[src/rtl/fetch_align_queue_pkg.sv]
// -----------------------------------------------------------------------------
// fetch_align_queue_pkg
// Shared types and constants for the halfword fetch queue and its consumers.
//   halfword_t      : one 16-bit parcel of the instruction stream
//   FAQ_DEPTH_HW    : default queue capacity in halfwords
//   NOP_INSTR       : instruction presented while nothing valid is at the head
//   fetch_out_type  : instruction/PC/compressed bundle for the IF/ID register
//   is_compressed() : RV32C length decode of the first halfword of an instruction
// -----------------------------------------------------------------------------
package fetch_align_queue_pkg;

  typedef logic [15:0] halfword_t;

  localparam int          FAQ_DEPTH_HW = 8;
  localparam logic [31:0] NOP_INSTR    = 32'h0000_0013;

  typedef struct packed {
    logic [31:0] instr;
    logic [31:0] pc;
    logic        compressed;
  } fetch_out_type;

  // Only the two lowest bits decide the length: 2'b11 starts a 32-bit instruction.
  function automatic logic is_compressed(input halfword_t hw);
    return hw[1:0] != 2'b11;
  endfunction

endpackage

[src/rtl/fetch_align_queue_ring.sv]
// -----------------------------------------------------------------------------
// hw_ring_buffer
// Generic ring of DEPTH halfwords accepting 0/1/2 entries and releasing 0/1/2
// entries per cycle. The caller guarantees it never overfills or over-pops.
//   clk, reset           : clock, asynchronous active-high reset
//   clear                : synchronous empty (pointers and count return to 0)
//   push_cnt             : number of halfwords written this cycle (0..2)
//   push_hw0, push_hw1   : first and second halfword to write, in that order
//   pop_cnt              : number of halfwords released this cycle (0..2)
//   count                : occupied entries
//   peek0, peek1         : oldest and second-oldest entries
// -----------------------------------------------------------------------------
module hw_ring_buffer
  import fetch_align_queue_pkg::*;
#(
  parameter int DEPTH = FAQ_DEPTH_HW
) (
  input  logic                   clk,
  input  logic                   reset,
  input  logic                   clear,
  input  logic [1:0]             push_cnt,
  input  halfword_t              push_hw0,
  input  halfword_t              push_hw1,
  input  logic [1:0]             pop_cnt,
  output logic [$clog2(DEPTH):0] count,
  output halfword_t              peek0,
  output halfword_t              peek1
);

  localparam int PW = $clog2(DEPTH);
  localparam int CW = PW + 1;

  // DEPTH is a power of two, so pointer arithmetic wraps for free.
  logic [PW-1:0] head;
  logic [PW-1:0] tail;
  halfword_t     mem [DEPTH];

  // NOTE: sequential state uses non-blocking assignments so every register
  // samples the pre-edge values, independent of statement order.
  always_ff @(posedge clk or posedge reset) begin
    if (reset) begin
      head  <= '0;
      tail  <= '0;
      count <= '0;
    end else if (clear) begin
      head  <= '0;
      tail  <= '0;
      count <= '0;
    end else begin
      head  <= head + PW'(pop_cnt);
      tail  <= tail + PW'(push_cnt);
      count <= count + CW'(push_cnt) - CW'(pop_cnt);
    end
  end

  // NOTE: the storage array has no reset; an entry is only ever read after it
  // has been written, because count gates every use of the peeked data.
  always_ff @(posedge clk) begin
    if (push_cnt != 2'd0) mem[tail] <= push_hw0;
    if (push_cnt == 2'd2) mem[tail + PW'(1)] <= push_hw1;
  end

  assign peek0 = mem[head];
  assign peek1 = mem[head + PW'(1)];

endmodule

[src/rtl/fetch_align_queue.sv]
// -----------------------------------------------------------------------------
// fetch_align_queue
// Fetch buffer between program memory and IF/ID. Aligned 32-bit fetch words are
// split into halfwords; whole RV32IC instructions (16 or 32 bit, possibly
// straddling two fetch words) are presented at the head with their PC.
//   clk, reset                     : clock, asynchronous active-high reset
//   in_valid / in_ready / in_word  : fetch word handshake, [15:0] = lower address
//   flush / flush_pc               : redirect; drop contents, restart at flush_pc
//   out_valid / out_ready          : instruction handshake towards IF/ID
//   out_instr / out_pc             : head instruction (16-bit zero-extended), PC
//   out_compressed                 : head instruction is 16-bit
//   level                          : occupied halfword count
// -----------------------------------------------------------------------------
module fetch_align_queue
  import fetch_align_queue_pkg::*;
#(
  parameter int                DEPTH_HW = FAQ_DEPTH_HW,
  parameter int                PC_WIDTH = 32,
  parameter logic [PC_WIDTH-1:0] RESET_PC = '0
) (
  input  logic                      clk,
  input  logic                      reset,
  input  logic                      in_valid,
  output logic                      in_ready,
  input  logic [31:0]               in_word,
  input  logic                      flush,
  input  logic [PC_WIDTH-1:0]       flush_pc,
  output logic                      out_valid,
  input  logic                      out_ready,
  output logic [31:0]               out_instr,
  output logic [PC_WIDTH-1:0]       out_pc,
  output logic                      out_compressed,
  output logic [$clog2(DEPTH_HW):0] level
);

  localparam int LW = $clog2(DEPTH_HW) + 1;
  // Highest level at which a one- or two-halfword push still fits.
  localparam logic [LW-1:0] MAX_LVL_ONE = LW'(DEPTH_HW - 1);
  localparam logic [LW-1:0] MAX_LVL_TWO = LW'(DEPTH_HW - 2);

  logic [PC_WIDTH-1:0] head_pc;
  logic                skip_lo;   // drop in_word[15:0] of the next accepted word
  halfword_t           hw0;
  halfword_t           hw1;
  logic                head_compressed;
  logic                push;
  logic                pop;
  logic [1:0]          push_cnt;
  logic [1:0]          pop_cnt;
  logic                unused_flush_lsb;

  assign unused_flush_lsb = flush_pc[0];

  // Flush blocks intake in its own cycle so nothing lands in the stale stream.
  assign in_ready = !flush && (skip_lo ? (level <= MAX_LVL_ONE) : (level <= MAX_LVL_TWO));
  assign push     = in_valid && in_ready;
  assign push_cnt = !push ? 2'd0 : (skip_lo ? 2'd1 : 2'd2);

  assign head_compressed = is_compressed(hw0);
  // level>=2 always completes the head; level==1 only for a 16-bit head.
  assign out_valid = (level >= LW'(2)) || ((level == LW'(1)) && head_compressed);
  assign pop       = out_valid && out_ready && !flush;
  assign pop_cnt   = !pop ? 2'd0 : (head_compressed ? 2'd1 : 2'd2);

  hw_ring_buffer #(
    .DEPTH (DEPTH_HW)
  ) u_ring (
    .clk      (clk),
    .reset    (reset),
    .clear    (flush),
    .push_cnt (push_cnt),
    .push_hw0 (skip_lo ? in_word[31:16] : in_word[15:0]),
    .push_hw1 (in_word[31:16]),
    .pop_cnt  (pop_cnt),
    .count    (level),
    .peek0    (hw0),
    .peek1    (hw1)
  );

  always_ff @(posedge clk or posedge reset) begin
    if (reset) begin
      head_pc <= RESET_PC;
      skip_lo <= 1'b0;
    end else if (flush) begin
      // A redirect into the upper half of a word skips that word's lower half.
      head_pc <= {flush_pc[PC_WIDTH-1:1], 1'b0};
      skip_lo <= flush_pc[1];
    end else begin
      if (pop)  head_pc <= head_pc + (head_compressed ? PC_WIDTH'(2) : PC_WIDTH'(4));
      if (push) skip_lo <= 1'b0;
    end
  end

  assign out_instr      = !out_valid ? NOP_INSTR
                        : (head_compressed ? {16'h0000, hw0} : {hw1, hw0});
  assign out_pc         = head_pc;
  assign out_compressed = head_compressed;

endmodule

[config.mk]
export PLATFORM = sky130hd
export DESIGN_NAME = fetch_align_queue
export DESIGN_NICKNAME = d
export VERILOG_FILES = /design/src/rtl/fetch_align_queue_pkg.sv /design/src/rtl/fetch_align_queue_ring.sv /design/src/rtl/fetch_align_queue.sv
export SDC_FILE = /design/constraint.sdc
export NUM_CORES = 1
export LEC_CHECK = 0
export ABC_AREA = 1
export BUFFER_PORTS_ARGS = -buffer_cell sky130_fd_sc_hd__buf_2
export CAP_MARGIN = 20
export CORE_MARGIN = 4
export CORE_UTILIZATION = 60
export CTS_CLUSTER_DIAMETER = 100
export CTS_CLUSTER_SIZE = 14
export DETAILED_ROUTE_END_ITERATION = 8
export GPL_ROUTABILITY_DRIVEN = 0
export PLACE_DENSITY = 0.82
export SETUP_SLACK_MARGIN = 0.5
export SLEW_MARGIN = 20
export SYNTH_ARGS = -nofsm -noshare
export SYNTH_HDL_FRONTEND = slang
export SYNTH_SLANG_ARGS = --single-unit
[constraint.sdc]
create_clock -name clk -period 4.6 [get_ports clk]
set_clock_uncertainty 0.2 [all_clocks]
set_input_delay 0.46 -clock clk [delete_from_list [all_inputs] [get_ports clk]]
set_output_delay 0.46 -clock clk [all_outputs]
set_load 0.05 [all_outputs]
==> summary.md, run 1 <==
| Metric | Value |
|---|---|
| Data arrival, critical path | `3960 ps` |
| Worst-skew pair later-pin latency | `450 ps` |
| CP Cell Sequence | `buf_4 -> nand2_1 -> nand3_1 -> nand2_1 -> nand2_1 -> nand2_1 -> nand2_1 -> nand2_4 -> nand2_4 -> nand2_8 -> nor2_1 -> nand2_1 -> inv_1 -> fa_1 -> inv_1 -> ha_1 -> a21o_1 -> a21oi_1 -> o21ai_0 -> a21oi_1` |
| Xor/xnor cell area share of the yosys netlist | `0.843%` |
| Cell area power density | `529 nW/um^2` |
| Seq pwr share | `31.1%` |
| Starting Density | `61.1%` |
| P_sw | `3.23 mW` |
| Unrepaired setup endpoints after global routing | `false` |
| Die W | `146 um` |
| Setup_tns | `0 ps` |
| Placed insts | `1753` |
| Simple-gate portion of the synthesized area | `25.8%` |
| Clock power frac | `21.8%` |
| H-tree depth | `4` |
| Finished Core Util | `67.5%` |
| Reg clk slew, reported paths | `70 ps` |
| Switch share | `48.4%` |
| Synth async-reset ratio | `24.7%` |
| Routed vias/inst | `6.15` |
| Placed Area | `11900 um^2` |
| Crit path launch type | `register` |
| Nets | `1632` |
| Ant. Diodes | `0` |
| # rows | `50` |
| Leakage power | `5.40 nW` |
| Max_slew headroom | `44.4%` |
| Post-route minimum period | `3790 ps` |
| Fmax | `264 MHz` |
| Distinct cells, synth | `44` |
| Compound-Gate Fraction of Synth Area | `17.9%` |
| Area growth from synthesis to layout | `10.5%` |
| Hold Crit Start | `flush_pc[1]` |
| CTS tree | `yes` |
| Period utilisation layout | `82.5%` |
| Layout cell share with drive strength beyond 1 | `15.1%` |
| Drt drc | `0` |
| Core area | `18700 um^2` |
| Drt initial violations | `1386` |
| Top cell type by total area after synthesis | `edfxtp_1` |
| Initial antenna violation count | `1` |
| Synth warn | `0` |
| Total Routed Length | `33.6 mm` |
| Most common cell on crit path | `nand2_1` |
| Final Max Tran Viols | `0` |
| Final Setup Violations | `0` |
| GR Util met1 | `39.2%` |
| Synth Cell Area | `11400 um^2` |
| First-pass GRT wire length | `52.4 mm` |
| Synth top area cells | `edfxtp_1, nand2_1, dfrtp_1` |
| Crit path from | `u_ring.head[0]` |
| Comb power frac | `47.0%` |
| Crit path capture type | `register` |
| Gate Count Post-Synth | `1471` |
| Avg WL per Cell | `18.8 um` |
| M3 GR Usage | `5.33%` |
| DP HPWL | `21.1 mm` |
| Status | `completed` |
| Gr ovfl total | `0` |
| FF-to-FF Start | `u_ring.head[0]` |
| Largest family of logic cells by synthesized area | `simple AND/OR/NAND/NOR gates` |
| Post-synth EDFFs | `128` |
| Die Ht | `146 um` |
| Max-cap violations | `0` |
| CP peak stage delay | `570 ps` |
| Mean post-synth cell area | `7.77 um^2` |
| Largest net degree at the start of global routing | `62` |
| Final Non-Filler Cells | `1793` |
| Worst slew pin tran | `833 ps` |
| Slowest-stage cell, CP | `dfrtp_4` |
| Clock sink count | `170` |
| Max IR drop VDD | `0.391 mV` |
| GRT Util Overall | `30.6%` |
| Most common cell in the netlist | `nand2_1` |
| Grt peak-use layer | `met2` |
| Vias in the first global route | `10211` |
| Syn nets | `1557` |
| Root Driver | `clkbuf_16` |
| Critical path class | `reg2reg` |
| GR met2 Demand/Resource | `51.0%` |
| Synth cell count leaders | `nand2_1, o21ai_0, edfxtp_1` |
| Final hold vios | `0` |
| Die footprint | `21300 um^2` |
| Internal cell power | `3.44 mW` |
| DR vias | `11034` |
| Post-synth top flop | `edfxtp_1` |
| CP Max Fanout | `21` |
| IO Port Bufs | `137` |
| Seq/Total Area, Yosys | `42.8%` |
| CTS max path bufs | `2` |
| Post-synthesis mux area share | `1.40%` |
| First-pass iteration count of the detailed router | `6` |
| Design Area, Final | `12600 um^2` |
| Adder-cell share of the synthesized area | `2.19%` |
| Yosys top cell area share | `33.6%` |
| Final ANT Viol Nets | `0` |
| Count of state elements after synthesis | `170` |
| Worst EP required | `4770 ps` |
| CTS Buf Count | `17` |
| Min-delay worst type | `in2reg` |
| # IOs | `140` |
==> what timing repair did <==
action	in CTS	in global routing
pin swaps	0	1
endpoints found under the setup margin	1	5
gates resized for setup	1	5
buffers inserted	0	6
hold endpoints to repair	42	0
hold buffers	1	0
gates cloned	0	1
==> sequential cells by signal, indices dropped and copies added (netlist names) <==
signal	cells
skip_lo	1
u_ring.tail	3
u_ring.head	3
u_ring.mem	128
u_ring.count	4
out_pc	31
==> power groups by stage <==
stage / clock network, mW / logic (mW) / registers, mW
final: 1.46 / 3.14 / 2.08
after global routing: 1.54 / 3.38 / 2.10
after CTS: 1.46 / 3.04 / 2.07
after detailed placement: 0 / 3.03 / 2.10
after global placement: 0 / 2.97 / 2.10
after floorplan: 0 / 1.97 / 2.42
==> layer usage <==
metal	share of wire (%)	wire length, um	up-vias
met5	0.024	8	-
met4	4.1	1370	2
met3	11	3820	120
met2	47	15800	742
met1	37	12600	5015
li1	-	-	5155
==> area by class of cell <==
| class | instances | area, um^2 |
|---|---|---|
| fill | 1517 | 6080 |
| sequential | 170 | 4900 |
| tap | 234 | 293 |
| clock buffer | 17 | 425 |
| inverter | 78 | 308 |
| multi-input combinational | 1109 | 5590 |
| timing repair buffer | 170 | 942 |
| clock inverter | 15 | 173 |
==> stage by stage <==
| step | hold slack (ps) | setup WS, ps | power (mW) |
|---|---|---|---|
| 2_1_floorplan | 372 | 1050 | 4.39 |
| 3_3_place_gp | 334 | 563 | 5.07 |
| 3_5_place_dp | 349 | 431 | 5.13 |
| 4_1_cts | 41.8 | 517 | 6.58 |
| 5_1_grt | 77.6 | 504 | 7.02 |
| 6_report | 48.4 | 806 | 6.67 |
==> critical path, delay by kind of cell, from the launching register on <==
kind,cells,cell delay [ps]
AOI/OAI and AO/OA,4,560
adders and majority gates,2,760
buffers and inverters,3,380
DFF,1,570
and+or+nand+nor,11,1230
==> placed cells by master, fill, tap and decap left out, drive strengths merged, types with 6 or more instances in the layout <==
cell type	netlist	layout
nand2	473	474
o21ai	226	226
buf	69	168
edfxtp	128	128
nor2	120	120
inv	77	84
a21oi	76	76
nand3	67	67
dfrtp	42	42
o221ai	26	26
nor3	19	19
clkbuf	46	18
mux2i	16	16
a22oi	13	13
a32o	13	13
ha	12	12
o22ai	8	8
xnor2	6	6
nand3b	6	6
clkinv	1	6
==> kinds of logic after synthesis <==
kind of cell,count (synthesis)
simple gates,697
compound gates,366
buf+inv,193
flops,170
fa+ha+maj,17
mux,16
xor+xnor,11
other cells,1
==> path summary, 6_finish.rpt <==
check	end	slack [ps]	cells past startpoint
max	u_ring.count[3]	810	20
min	skip_lo	50	3
max reg2reg	u_ring.count[3]	810	20
min reg2reg	out_pc[31]	370	2
max in group asynchronous	u_ring.head[0]	3240	4
min in group asynchronous	u_ring.count[3]	500	4
(Power assumes the default switching activity.)
==> run 2: changes to the inputs <==
==> constraint.sdc (replaced) <==
create_clock -name clk -period 3.9 [get_ports clk]
set_clock_uncertainty 0.2 [all_clocks]
set_input_delay 0.39 -clock clk [delete_from_list [all_inputs] [get_ports clk]]
set_output_delay 0.39 -clock clk [all_outputs]
set_load 0.05 [all_outputs]
==> summary.md, run 2 (same netlist as run 1, synthesis figures left out) <==
| Metric | Value |
|---|---|
| Status | `completed` |
| Drt drc | `0 (unchanged)` |
| Most flops, register | `u_ring.mem` |
| Critical path class | `reg2reg` |
| Worst slew pin tran | `948 ps (+115 ps)` |
| CP Cell Sequence | `inv_8 -> nand2_1 -> nand3_1 -> nand2_1 -> nand2_2 -> nand2_2 -> nand2_4 -> buf_6 -> clkinvlp_4 -> nand2_2 -> inv_2 -> fa_1 -> inv_2 -> ha_1 -> a21o_1 -> a21oi_2 -> o21ai_1 -> a21oi_1` |
| Die W | `146 um (unchanged)` |
| Most frequent cells in the layout | `nand2_1, o21ai_0, buf_2, edfxtp_1, nor2_1` |
| Worst-skew pair later-pin latency | `440 ps (about the same)` |
| Root Driver | `clkbuf_16` |
| Top delay family on crit path | `adder cells` |
| Post-route minimum period | `3410 ps (-388 ps)` |
| Data arrival, critical path | `3560 ps (-400 ps)` |
| CP Buf/Inv Count | `5 (+2)` |
| Final Max Tran Viols | `0 (unchanged)` |
| Crit path capture type | `register` |
| Largest net degree at the start of global routing | `105 (+69%)` |
| Slowest-stage cell, CP | `fa_1` |
| Total Routed Length | `34.4 mm (+2.2%)` |
| Clock sink count | `170 (unchanged)` |
| CP peak stage delay | `570 ps (about the same)` |
| Most common cell on crit path | `nand2_2` |
| Layout cell share with drive strength beyond 1 | `18.0% (+2.9 points)` |
| Gr ovfl total | `0 (unchanged)` |
| Setup_tns | `0 ps (unchanged)` |
| Max-cap violations | `0 (unchanged)` |
| Initial antenna violation count | `0 (-1)` |
| Reg clk slew, reported paths | `70 ps (about the same)` |
| Largest register FFs | `128 (unchanged)` |
| DP HPWL | `20.8 mm (-1.2%)` |
| Core area | `18700 um^2 (unchanged)` |
| GRT Util Overall | `30.6% (-0.034 points)` |
| Final hold vios | `0 (unchanged)` |
| Commonest non-fill, non-tap cell in the layout | `nand2_1` |
| Nets | `1649 (+1.0%)` |
| First-pass GRT wire length | `52.0 mm (-0.71%)` |
| Total power | `8.11 mW (+22%)` |
| CTS tree | `yes` |
| Cell area power density | `627 nW/um^2 (+19%)` |
| CTS max path bufs | `2 (unchanged)` |
| DR vias | `11252 (+2.0%)` |
| Routed vias/inst | `6.22 (+1.0%)` |
| H-tree depth | `4 (unchanged)` |
| Area growth from synthesis to layout | `13.3%` |
| Max_slew headroom | `36.7% (-7.7 points)` |
| Crit path launch type | `register` |
| CTS Buf Count | `17 (unchanged)` |
| Die footprint | `21300 um^2 (unchanged)` |
| # rows | `50 (unchanged)` |
| Drt initial violations | `1397 (+0.79%)` |
| IO Port Bufs | `137 (unchanged)` |
| Unrepaired setup endpoints after global routing | `true` |
| Avg WL per Cell | `19.0 um (+1.3%)` |
| Period utilisation layout | `87.3% (+4.8 points)` |
| Final Setup Violations | `0 (unchanged)` |
| Final ANT Viol Nets | `0 (unchanged)` |
| First-pass iteration count of the detailed router | `7 (+1)` |
| Max IR drop VDD | `0.447 mV (+14%)` |
| Fmax | `294 MHz (+11%)` |
| Die Ht | `146 um (unchanged)` |
| Vias in the first global route | `10225 (+0.14%)` |
| Worst EP required | `4050 ps (-720 ps)` |
| CP Max Fanout | `15 (-29%)` |
| Starting Density | `61.1% (unchanged)` |
| # IOs | `140 (unchanged)` |
| Leakage power | `5.50 nW (+1.8%)` |
| Min-delay worst type | `in2reg` |
| Ant. Diodes | `0 (unchanged)` |
==> run 2: changes by cell type in the layout (fill, tap and decap cells not counted), sizes merged <==
cell,change
buf,+16
clkinv,-3
clkinvlp,+2
bufinv,+1
clkbuf,+1
inv,+1
nand2,-1
==> run 2: area by class of cell <==
| cell class | count | area, um^2 |
|---|---|---|
| clock buffer | 17 | 425 |
| clock inverter | 15 | 164 |
| fill | 1440 | 5760 |
| inverter | 78 | 307 |
| multi-input combinational | 1108 | 5680 |
| sequential | 170 | 4900 |
| tap | 234 | 293 |
| timing repair buffer | 187 | 1170 |
| timing repair inverter | 1 | 6.26 |
==> run 2: report_power, final <==
| part | leakage (nW) | internal, mW | switching (mW) | total [mW] |
|---|---|---|---|---|
| registers | 1.69 | 2.18 | 0.267 | 2.45 |
| clock network | 0.281 | 0.958 | 0.777 | 1.73 |
| logic | 3.53 | 1.12 | 2.81 | 3.93 |
==> run 2: through the flow <==
stage | setup slack (ps) | hold WS (ps) | util (%) | cells | cell area (um^2)
detailed placement | 345 | 358 | 63.9 | 1754 | 12000
finish | 494 | 30.2 | 69.2 | 1810 | 12900
CTS | 502 | 25.6 | 67.6 | 1792 | 12600
floorplan | 538 | 328 | - | 1471 | 11400
global placement | 485 | 341 | 63.9 | 1754 | 12000
global route | 352 | 67.4 | 69.2 | 1810 | 12900
==> run 2: worst min-delay path, delay by kind of cell <==
| family | cells | cell delay, ps |
|---|---|---|
| buffers and inverters | 1 | 70 |
| and+or+nand+nor | 4 | 170 |
==> run 2: path summary, 6_finish.rpt <==
check	to	cells past startpoint	start	slack [ps]
min	out_pc[12]	5	flush_pc[12]	30
max reg2reg	u_ring.count[3]	18	u_ring.head[0]	490
min reg2reg	out_pc[31]	2	out_pc[31]	370
min in group asynchronous	u_ring.tail[2]	3	reset	500
max	u_ring.count[3]	18	u_ring.head[0]	490
max in group asynchronous	u_ring.head[0]	3	reset	2300
==> run 2: routing by layer <==
metal / global-route usage, % / up-vias / wire length, um
met3: 6.48 / 136 / 3890
met5: 0 / - / 0
met4: 15.3 / 0 / 1490
li1: - / 5195 / -
met1: 38.6 / 5163 / 12700
met2: 50.2 / 758 / 16300
==> run 2: repair_timing <==
action / CTS / global route
setup endpoints to repair: 38 / 34
buffers inserted: 4 / 17
endpoints found under the hold margin: 42 / 0
hold buffers: 1 / 0
pin swaps: 1 / 12
resized for setup: 16 / 56
gates cloned: 1 / 1
